### config.mk
export PLATFORM = sky130hd
export DESIGN_NAME = spi_sensor_reader
export DESIGN_NICKNAME = d
export VERILOG_FILES = /design/src/rtl/spi_sensor_reader.sv
export SDC_FILE = /design/constraint.sdc
export NUM_CORES = 1
export LEC_CHECK = 0
export BUFFER_PORTS_ARGS = -buffer_cell sky130_fd_sc_hd__buf_2
export CORE_MARGIN = 2
export CORE_UTILIZATION = 47
export DETAILED_ROUTE_END_ITERATION = 16
export PLACE_DENSITY = 0.73
export SLEW_MARGIN = 20
export SYNTH_ARGS = -nofsm -noshare
export SYNTH_HDL_FRONTEND = slang
export SYNTH_SLANG_ARGS = --single-unit
### constraint.sdc
create_clock -name clk -period 1.65 [get_ports clk]
set_input_delay 0.165 -clock clk [delete_from_list [all_inputs] [get_ports clk]]
set_output_delay 0.165 -clock clk [all_outputs]
set_load 0.05 [all_outputs]
### src/rtl/spi_sensor_reader.sv
`default_nettype none
// ---------------------------------------------------------------------------
// spi_sensor_reader : sequences cmd/addr/dummy-byte register reads through an
// SPI byte master and publishes the returned bytes as a little-endian sample.
// Revision 1.0
// ---------------------------------------------------------------------------
module spi_sensor_reader #(
  parameter int         SPI_SIZE    = 2,
  parameter int         SENSOR_CODE = 1,
  parameter int         IDLE_CODE   = 0,
  parameter logic [7:0] CMD_BYTE    = 8'h0B,
  parameter logic [7:0] ADDR_BYTE   = 8'h0E,
  parameter int         NUM_BYTES   = 2,
  parameter int         PERIOD      = 100000,
  parameter int         GAP_CYCLES  = 4,
  parameter int         TIMEOUT     = 1024
) (
  input  logic                   clk,
  input  logic                   rst,
  input  logic                   enable,
  input  logic                   start,
  output logic [7:0]             tx_byte,
  output logic                   tx_dv,
  input  logic                   tx_ready,
  input  logic                   rx_dv,
  input  logic [7:0]             rx_byte,
  output logic [SPI_SIZE-1:0]    spi_code,
  output logic [8*NUM_BYTES-1:0] sample,
  output logic                   sample_valid,
  output logic                   busy,
  output logic                   timeout_err,
  output logic                   overrun
);

  localparam int PW = (PERIOD > 1) ? $clog2(PERIOD) : 1;
  localparam int TW = $clog2(TIMEOUT + 1);
  localparam int GW = (GAP_CYCLES > 1) ? $clog2(GAP_CYCLES) : 1;
  localparam int KW = 3;

  localparam logic [KW-1:0]       LAST_K      = KW'(NUM_BYTES + 1);
  localparam logic [SPI_SIZE-1:0] C_SENSOR    = SPI_SIZE'(SENSOR_CODE);
  localparam logic [SPI_SIZE-1:0] C_IDLE      = SPI_SIZE'(IDLE_CODE);
  localparam logic [PW-1:0]       PERIOD_LAST = PW'(PERIOD - 1);
  localparam logic [TW-1:0]       TO_LAST     = TW'(TIMEOUT - 1);
  localparam logic [GW-1:0]       GAP_LAST    = (GAP_CYCLES > 1) ? GW'(GAP_CYCLES - 1) : '0;

  typedef enum logic [2:0] {IDLE, LOAD, WAIT_TX, WAIT_RX, GAP} state_t;

  state_t                   state, state_nx;
  logic [PW-1:0]            per_cnt;
  logic [TW-1:0]            t_cnt;
  logic [GW-1:0]            g_cnt;
  logic [KW-1:0]            k;
  logic [8*NUM_BYTES-1:0]   acc;
  logic                     done;
  logic                     wrap;
  logic                     req;

  // Wrap and start in the same cycle collapse into a single request.
  assign wrap = (PERIOD != 0) && enable && (per_cnt == PERIOD_LAST);
  assign req  = enable && (start || wrap);

  always_ff @(posedge clk) begin
    if (rst || !enable || PERIOD == 0 || wrap) per_cnt <= '0;
    else                                       per_cnt <= per_cnt + 1'b1;
  end

  always_ff @(posedge clk) begin
    if (rst) state <= IDLE;
    else     state <= state_nx;
  end

  always_comb begin
    state_nx = state;
    case (state)
      IDLE:    if (req) state_nx = LOAD;
      LOAD:    state_nx = WAIT_TX;
      WAIT_TX: if (tx_ready) state_nx = WAIT_RX;
      WAIT_RX: begin
        if (rx_dv)                 state_nx = (k == LAST_K) ? GAP : LOAD;
        else if (t_cnt == TO_LAST) state_nx = GAP;
      end
      GAP:     if (g_cnt == GAP_LAST) state_nx = IDLE;
      default: state_nx = IDLE;
    endcase
  end

  always_ff @(posedge clk) begin
    if (rst) begin
      tx_byte      <= '0;
      tx_dv        <= 1'b0;
      spi_code     <= C_IDLE;
      sample       <= '0;
      sample_valid <= 1'b0;
      busy         <= 1'b0;
      timeout_err  <= 1'b0;
      overrun      <= 1'b0;
      t_cnt        <= '0;
      g_cnt        <= '0;
      k            <= '0;
      acc          <= '0;
      done         <= 1'b0;
    end else begin
      tx_dv        <= 1'b0;
      sample_valid <= 1'b0;
      busy         <= (state_nx != IDLE);
      if (req && state != IDLE) overrun <= 1'b1;
      case (state)
        IDLE: begin
          if (req) begin
            spi_code <= C_SENSOR;
            k        <= '0;
            done     <= 1'b0;
          end
        end
        LOAD: begin
          case (k)
            KW'(0):  tx_byte <= CMD_BYTE;
            KW'(1):  tx_byte <= ADDR_BYTE;
            default: tx_byte <= 8'h00;
          endcase
        end
        WAIT_TX: begin
          if (tx_ready) begin
            tx_dv <= 1'b1;
            t_cnt <= '0;
          end
        end
        WAIT_RX: begin
          t_cnt <= t_cnt + 1'b1;
          if (rx_dv) begin
            // Bytes 0 and 1 are the cmd/addr echo; data lands little-endian.
            for (int i = 0; i < NUM_BYTES; i++) begin
              if (k == KW'(i + 2)) acc[8*i +: 8] <= rx_byte;
            end
            if (k == LAST_K) begin
              done  <= 1'b1;
              g_cnt <= '0;
            end else begin
              k <= k + 1'b1;
            end
          end else if (t_cnt == TO_LAST) begin
            timeout_err <= 1'b1;
            done        <= 1'b0;
            g_cnt       <= '0;
          end
        end
        GAP: begin
          g_cnt <= g_cnt + 1'b1;
          if (g_cnt == GAP_LAST) begin
            spi_code <= C_IDLE;
            if (done) begin
              sample       <= acc;
              sample_valid <= 1'b1;
              timeout_err  <= 1'b0;
            end
          end
        end
        default: ;
      endcase
    end
  end

endmodule
`default_nettype wire

==> results of run 1 <==
==> cells in the final DEF, fill, tap and decap left out, types with 3 or more instances in the layout <==
cell type  Yosys  routed
mux2_2         3       3
nand2_1       49      49
dfxtp_2        0       3
inv_1          8       8
o211ai_1       4       4
nor3_1         5       4
a31oi_1        4       4
a21oi_1       35      34
inv_6          0       3
conb_1         1       5
nand3_1       15      13
or3_1          8       7
buf_4          8      40
and4_1         4       4
and3_1         4       4
mux2i_1       18      18
clkbuf_8       3       9
nand4_1        5       5
buf_2          4      39
ha_1           8       6
xor2_1         9       9
xnor2_1        4       4
o21ai_0        9       7
nor2_1        56      55
dfxtp_1       78      75
==> power by group <==
group	leakage (nW)	total, mW	switching [mW]	internal, mW
clock	0.0907	1.37	0.791	0.583
sequential	0.631	1.92	0.0154	1.90
combinational	0.966	0.256	0.177	0.0786
==> routing by layer <==
metal / vias to the layer above / global-route usage / routed length, µm
met3: 9 / 0.03638 / 299
met2: 59 / 0.2924 / 3357
met4: 0 / 0.07989 / 83
li1: 1445 / - / -
met1: 1338 / 0.2493 / 3287
met5: - / 0 / 0
==> registers in the layout (all words and copies together), names as in the netlist <==
name / count
sample: 16
tx_dv: 1
done: 1
t_cnt: 11
g_cnt: 2
overrun: 1
sample_valid: 1
per_cnt: 17
spi_code: 1
acc: 16
state: 3
k: 3
busy: 1
timeout_err: 1
tx_byte: 3
==> metrics by stage <==
stage | cells | hold WS [ns]
final | 555 | 0.05420
after global routing | 555 | 0.05985
after CTS | 551 | 0.04493
after detailed placement | 534 | 0.4213
after global placement | 534 | 0.4096
after floorplan | 386 | 0.3089
==> layout make-up <==
class / instances / area (µm²)
Inverter: 8 / 30.03
Clock inverter: 7 / 63.81
Clock buffer: 9 / 123.9
Multi-Input combinational cell: 276 / 1734
Fill cell: 590 / 2696
Timing Repair Buffer: 81 / 535.5
Tap cell: 96 / 120.1
Sequential cell: 78 / 1565
==> path summary, 6_finish.rpt <==
path | startpoint | slack [ns] | to | cells after the start
worst max register to register | per_cnt[6]$_SDFF_PP0_ | -0.07 | done$_SDFFE_PP0P_ | 5
worst min-delay path | rx_byte[4] | 0.05 | acc[12]$_SDFFE_PP0P_ | 3
worst min register to register | acc[2]$_SDFFE_PP0P_ | 0.46 | sample[2]$_SDFFE_PP0P_ | 2
worst max-delay path | per_cnt[6]$_SDFF_PP0_ | -0.07 | done$_SDFFE_PP0P_ | 5
==> worst max-delay path: stages (launching register included) <==
cell,delay (ns)
dfxtp_1,0.32
or4b_4,0.55
o41ai_4,0.32
nand3_4,0.18
a22oi_2,0.17
nor3_2,0.06
==> kinds of logic (layout without fill, tap and decap cells) <==
kind of cell	after synthesis	in the layout
compound gates	62	62
mux	21	21
flops	78	78
simple gates	167	167
buf+inv	32	105
fa+ha+maj	8	8
other cells	1	5
xor+xnor	13	13
==> what timing repair did <==
item,in CTS,in global routing
pin swaps,0,7
resized for setup,6,17
buffers inserted,1,4
setup endpoints to repair,29,44
==> results.tsv, run 1 <==
stage	metric	value	unit
grt	antenna_found_initial	0	
clock_tree	cts_tree	built	
route	via_per_inst	5.137	
power	power.total	3.546	mW
timing	worst_slack	-0.07201	ns
floorplan	die-area	7882	µm²
placed_design	dp_worst_setup_slack	-0.1066	ns
power	ir_drop	497.1	µV
floorplan	die_h	88.78	µm
synth	ys_types	49	
final_layout	area_growth_syn_to_layout	23.52	%
final_layout	layout-drive-gt1-share	0.2745	
synth	netlist_area	3378	µm²
floorplan	start_util	0.4918	
final_layout	diodes	0	
grt	grt_use_total	0.1860	
clock_tree	cts.clk_slew.worst_paths	0.10	ns
timing	setup_viol	4	
worst_hold_path	hold_class	input port to flip-flop	
grt	grt_max_degree	59	
power	leakagePower	1.688	nW
synth	yosys.area.top_type	dfxtp_1	
floorplan	rows	30	
route	drt_iter0_drc	103	
critical_path	crit_path_end_kind	flip-flop	
floorplan	core_area	6869	µm²
synth	synth_area_leaders	dfxtp_1 (46%), nor2_1 (6.2%), nand2_1 (5.4%)	
timing	slew_headroom	0.5959	
timing	period_needed	1.722	ns
synth	synth_seq_cells	78	
clock_tree	clkLatencyLatePin	0.35	ns
synth	synthSimpleGateAreaFrac	0.2430	
synth	synth_ff_type	dfxtp_1	
synth	synth_cells	382	
synth	avgSynthCellArea	8.844	µm²
grt	grt_pass1_wl	11440	µm
outcome	status	finished with violations	
route	wl_per_cell	12.66	µm
critical_path	path_max_fanout	7	
synth	ys_seq_area_frac	0.4622	
route	vias	2851	
clock_tree	cts_buffer_depth	2	
flow_run	max_cap_viol_count	0	
route	route.detailed.drc	0	
synth	yosys_warnings	0	
placed_design	dpl_cell_area	3859	µm²
critical_path	startpoint_type	flip-flop	
route	dr.pass1.iters	4	
clock_tree	postCtsHoldBufs	0	
critical_path	critical_path_class	flip-flop to flip-flop	
floorplan	ios	45	
timing	drv_slew	0	
placed_design	place.gp.congestion	0.8028	
outcome	violations	setup timing	
floorplan	die_w	88.78	µm
clock_tree	cts-htree-levels	3	
synth	synth-compound-area-share	0.1122	
timing	final_hold_viol_count	0	
grt	grt_overflow	0	
synth	synth-edff-count	0	
final_layout	final_area	4173	µm²
route	routed_wl	7028	µm
timing	fmax	580.7	MHz
synth	synth-xor-area-share	0.03370	
power	p_per_area	849.9	nW/µm²
timing	grt_setup_unrepaired	true	
timing	worstMarginPinSlew	0.6062	ns
clock_tree	cts_buffers	9	
route	ant_nets	0	
clock_tree	clock-root-buffer	clkbuf_8	
synth	synthMuxAreaShare	0.06333	
placed_design	dp_hpwl	4745	µm
clock_tree	clock-sinks	78	
synth	synth_common_cells	dfxtp_1 (78), nor2_1 (56), nand2_1 (49)	
synth	async_flop_share	0	
final_layout	final_core_util	0.6075	
synth	synthAdderAreaFrac	0.02963	
critical_path	worstPathRequired	1.87	ns
timing	tns	-0.1888	ns
placed_design	io_buffer_count	39	
final_layout	nNetsFinal	476	
synth	yosys.area.top_type_share	0.4622	
critical_path	worstPathArrival	1.94	ns
grt	grt_pass1_vias	2552	
timing	finClkSkew	0.01123	ns
synth	synth_top_family_by_area	simple AND/OR/NAND/NOR gates	
timing	period_share	1.044	
synth	yosysMostFrequentCell	dfxtp_1	
Power figures use the tool's default switching activity.
==> inputs of run 2 (changes only) <==
Settings changed: ABC_AREA set to 1.
==> run 2 against run 1 <==
  * The flow now finishes without violations
  * Clock skew barely moved
  * Clock power is 20% higher
  * Largest cell class is now registers
  * Global-route usage is 0.64 points lower
  * Setup slack gained 0.14 ns
  * Highest routed layer unchanged
==> results.tsv, run 2 <==
stage	metric	value	unit
final_layout	largest_reg_flops	17	
clock_tree	postCtsHoldBufs	0	
power	p_per_area	945.6	nW/µm²
grt	grt_pass1_vias	2626	
synth	synth_top_family_by_area	simple AND/OR/NAND/NOR gates	
critical_path	critical_path_class	flip-flop to flip-flop	
route	via_per_inst	4.926	
final_layout	final_common_cell	dfxtp_1	
synth	yosys.area.top_type_share	0.4615	
grt	grt_util_met1	0.2306	
synth	ys_seq_area_frac	0.4615	
synth	synth-compound-area-share	0.1524	
final_layout	layout-drive-gt1-share	0.2153	
critical_path	crit_path_cell_trace	ha_4 -> nand2_4 -> nor2_2 -> nand2_1 -> nor2_2 -> nand4_1 -> nand2_2 -> nand3_2 -> nand2_1 -> o21ai_1 -> nand2_1 -> inv_1	
critical_path	startpoint_type	flip-flop	
clock_tree	cts_buffer_depth	2	
clock_tree	clkLatencyLatePin	0.36	ns
critical_path	crit_path_end_kind	flip-flop	
clock_tree	clock-sinks	78	
route	drt_iter0_drc	153	
synth	synthMuxAreaShare	0	
critical_path	crit_top_cell	nand2_1	
grt	grt_overflow	0	
synth	synth-edff-count	0	
worst_hold_path	hold_class	input port to flip-flop	
clock_tree	cts.clk_slew.worst_paths	0.09	ns
placed_design	dpl_cell_area	3699	µm²
power	ir_drop	399.1	µV
synth	synthSimpleGateAreaFrac	0.2433	
floorplan	die_h	88.85	µm
synth	yosys.area.top_type	dfxtp_1	
synth	yosysMostFrequentCell	dfxtp_1	
grt	grt-busiest-layer	met2	
timing	holdWs	0.06702	ns
flow_run	max_cap_viol_count	0	
final_layout	final_area	3996	µm²
critical_path	worstPathRequired	1.91	ns
synth	synth_seq_cells	78	
timing	final_hold_viol_count	0	
synth	synth_area_leaders	dfxtp_1 (46%), a21oi_1 (6.7%), nand2_1 (6.5%)	
floorplan	ios	45	
placed_design	place.gp.congestion	0.7660	
floorplan	die_w	88.85	µm
synth	synth-xor-area-share	0.01294	
critical_path	rr_startpoint	t_cnt[1]$_SDFFE_PP0P_	
timing	period_share	0.9576	
outcome	status	finished, final reports clean	
clock_tree	cts_tree	built	
final_layout	fillers	641	
timing	fmax	632.9	MHz
placed_design	dp_hpwl	4649	µm
critical_path	timing.rr.end	g_cnt[0]$_SDFFE_PP0P_	
critical_path	r2r_cells	12	
grt	met2_usage	0.2944	
critical_path	critPathTopFamily	simple AND/OR/NAND/NOR gates	
grt	antenna_found_initial	0	
route	routed_wl	6670	µm
floorplan	die-area	7893	µm²
final_layout	largest-register	per_cnt	
placed_design	io_buffer_count	39	
grt	grt_max_degree	39	
route	route.detailed.drc	0	
synth	ys_types	35	
critical_path	worstPathArrival	1.84	ns
route	ant_nets	0	
synth	synth_ff_type	dfxtp_1	
synth	yosys_warnings	0	
synth	synth_cells	444	
floorplan	core_area	6869	µm²
critical_path	critPathLaunch	t_cnt[1]$_SDFFE_PP0P_	
worst_hold_path	min_path_cells	3	
clock_tree	cts_buffers	9	
final_layout	area_growth_syn_to_layout	18.12	%
critical_path	cpPeakStageDelay	0.37	ns
final_layout	final_cell_mix	dfxtp_1 (75), nand2_1 (58), nor2_1 (57), inv_1 (55), a21oi_1 (45)	
final_layout	nNetsFinal	514	
synth	async_flop_share	0	
timing	period_needed	1.580	ns
synth	netlist_area	3383	µm²
final_layout	reg.largest.list	per_cnt x17, acc x16, sample x16	
power	leakagePower	1.646	nW
clock_tree	clock-root-buffer	clkbuf_8	
power	power.total	3.779	mW
worst_hold_path	min_to	acc[13]$_SDFFE_PP0P_	
critical_path	path_max_fanout	5	
clock_tree	cts-htree-levels	3	
critical_path	crit_slowest_cell	dfxtp_4	
critical_path	path_buf_inv	1	
route	vias	2921	
synth	synthAdderAreaFrac	0.02959	
grt	grt_use_total	0.1796	
route	wl_per_cell	11.25	µm
final_layout	diodes	0	
grt	grt_util_met3	0.02799	
synth	synth_common_cells	dfxtp_1 (78), nand2_1 (59), nor2_1 (59)	
synth	avgSynthCellArea	7.620	µm²
timing	setup_viol	0	
grt	grt_pass1_wl	11160	µm
final_layout	final_core_util	0.5818	
timing	drv_slew	0	
timing	tns	0	ns
timing	grt_setup_unrepaired	true	
timing	finClkSkew	0.01128	ns
route	dr.pass1.iters	4	
worst_hold_path	hp-start	rx_byte[5]	
floorplan	start_util	0.4925	
floorplan	rows	30	
critical_path	r2r_slack	0.07	ns
==> run 2: kinds of logic after synthesis <==
group,Yosys count
XOR/XNOR,5
other,1
flip-flops,78
buffers and inverters,81
AND/OR/NAND/NOR,174
AO/OA/AOI/OAI,97
adder cells (fa/ha/maj),8
==> run 2: repair_timing <==
action | in CTS | in global routing
buffers inserted | 0 | 2
setup endpoints to repair | 0 | 20
gates resized for setup | 0 | 17
==> run 2: per-stage QoR <==
stage                     worst slack (ns)  instances
after floorplan                     0.2092        448
after global placement              0.1276        575
after detailed placement           0.04879        575
after CTS                          0.01637        591
after global routing              -0.07876        593
final                              0.07002        593
==> run 2: where the power goes <==
group	leakage (nW)	switching [mW]	internal (mW)
clock	0.112	0.761	0.875
sequential	0.631	0.0122	1.90
combinational	0.902	0.172	0.0614
==> run 2: cell type report <==
cell class	count	area (µm²)	area share
timing repair buffer	50	290.3	0.07264
inverter	64	240.2	0.06011
clock inverter	7	105.1	0.02630
multi-input combinational	289	1546	0.3870
tap	96	120.1	0.03006
sequential	78	1570	0.3929
clock buffer	9	123.9	0.03100
==> run 2: routing by layer <==
layer  share of wire  wire [µm]
met5               0          0
met4           0.019        129
met3           0.028        189
met2            0.48       3173
met1            0.48       3177
==> run 2: worst max-delay path by stage <==
stage,end,cells past startpoint
final,g_cnt[0]$_SDFFE_PP0P_,12
after global routing,g_cnt[0]$_SDFFE_PP0P_,12
after CTS,g_cnt[0]$_SDFFE_PP0P_,12
after detailed placement,g_cnt[0]$_SDFFE_PP0P_,12
after global placement,g_cnt[0]$_SDFFE_PP0P_,12
after floorplan,g_cnt[0]$_SDFFE_PP0P_,12
==> run 2: worst register-to-register path, cell delays in order (launching register included) <==
cell	delay, ns
dfxtp_4	0.37
ha_4	0.14
nand2_4	0.06
nor2_2	0.08
nand2_1	0.07
nor2_2	0.14
nand4_1	0.17
nand2_2	0.17
nand3_2	0.08
nand2_1	0.06
o21ai_1	0.06
nand2_1	0.06
inv_1	0.03
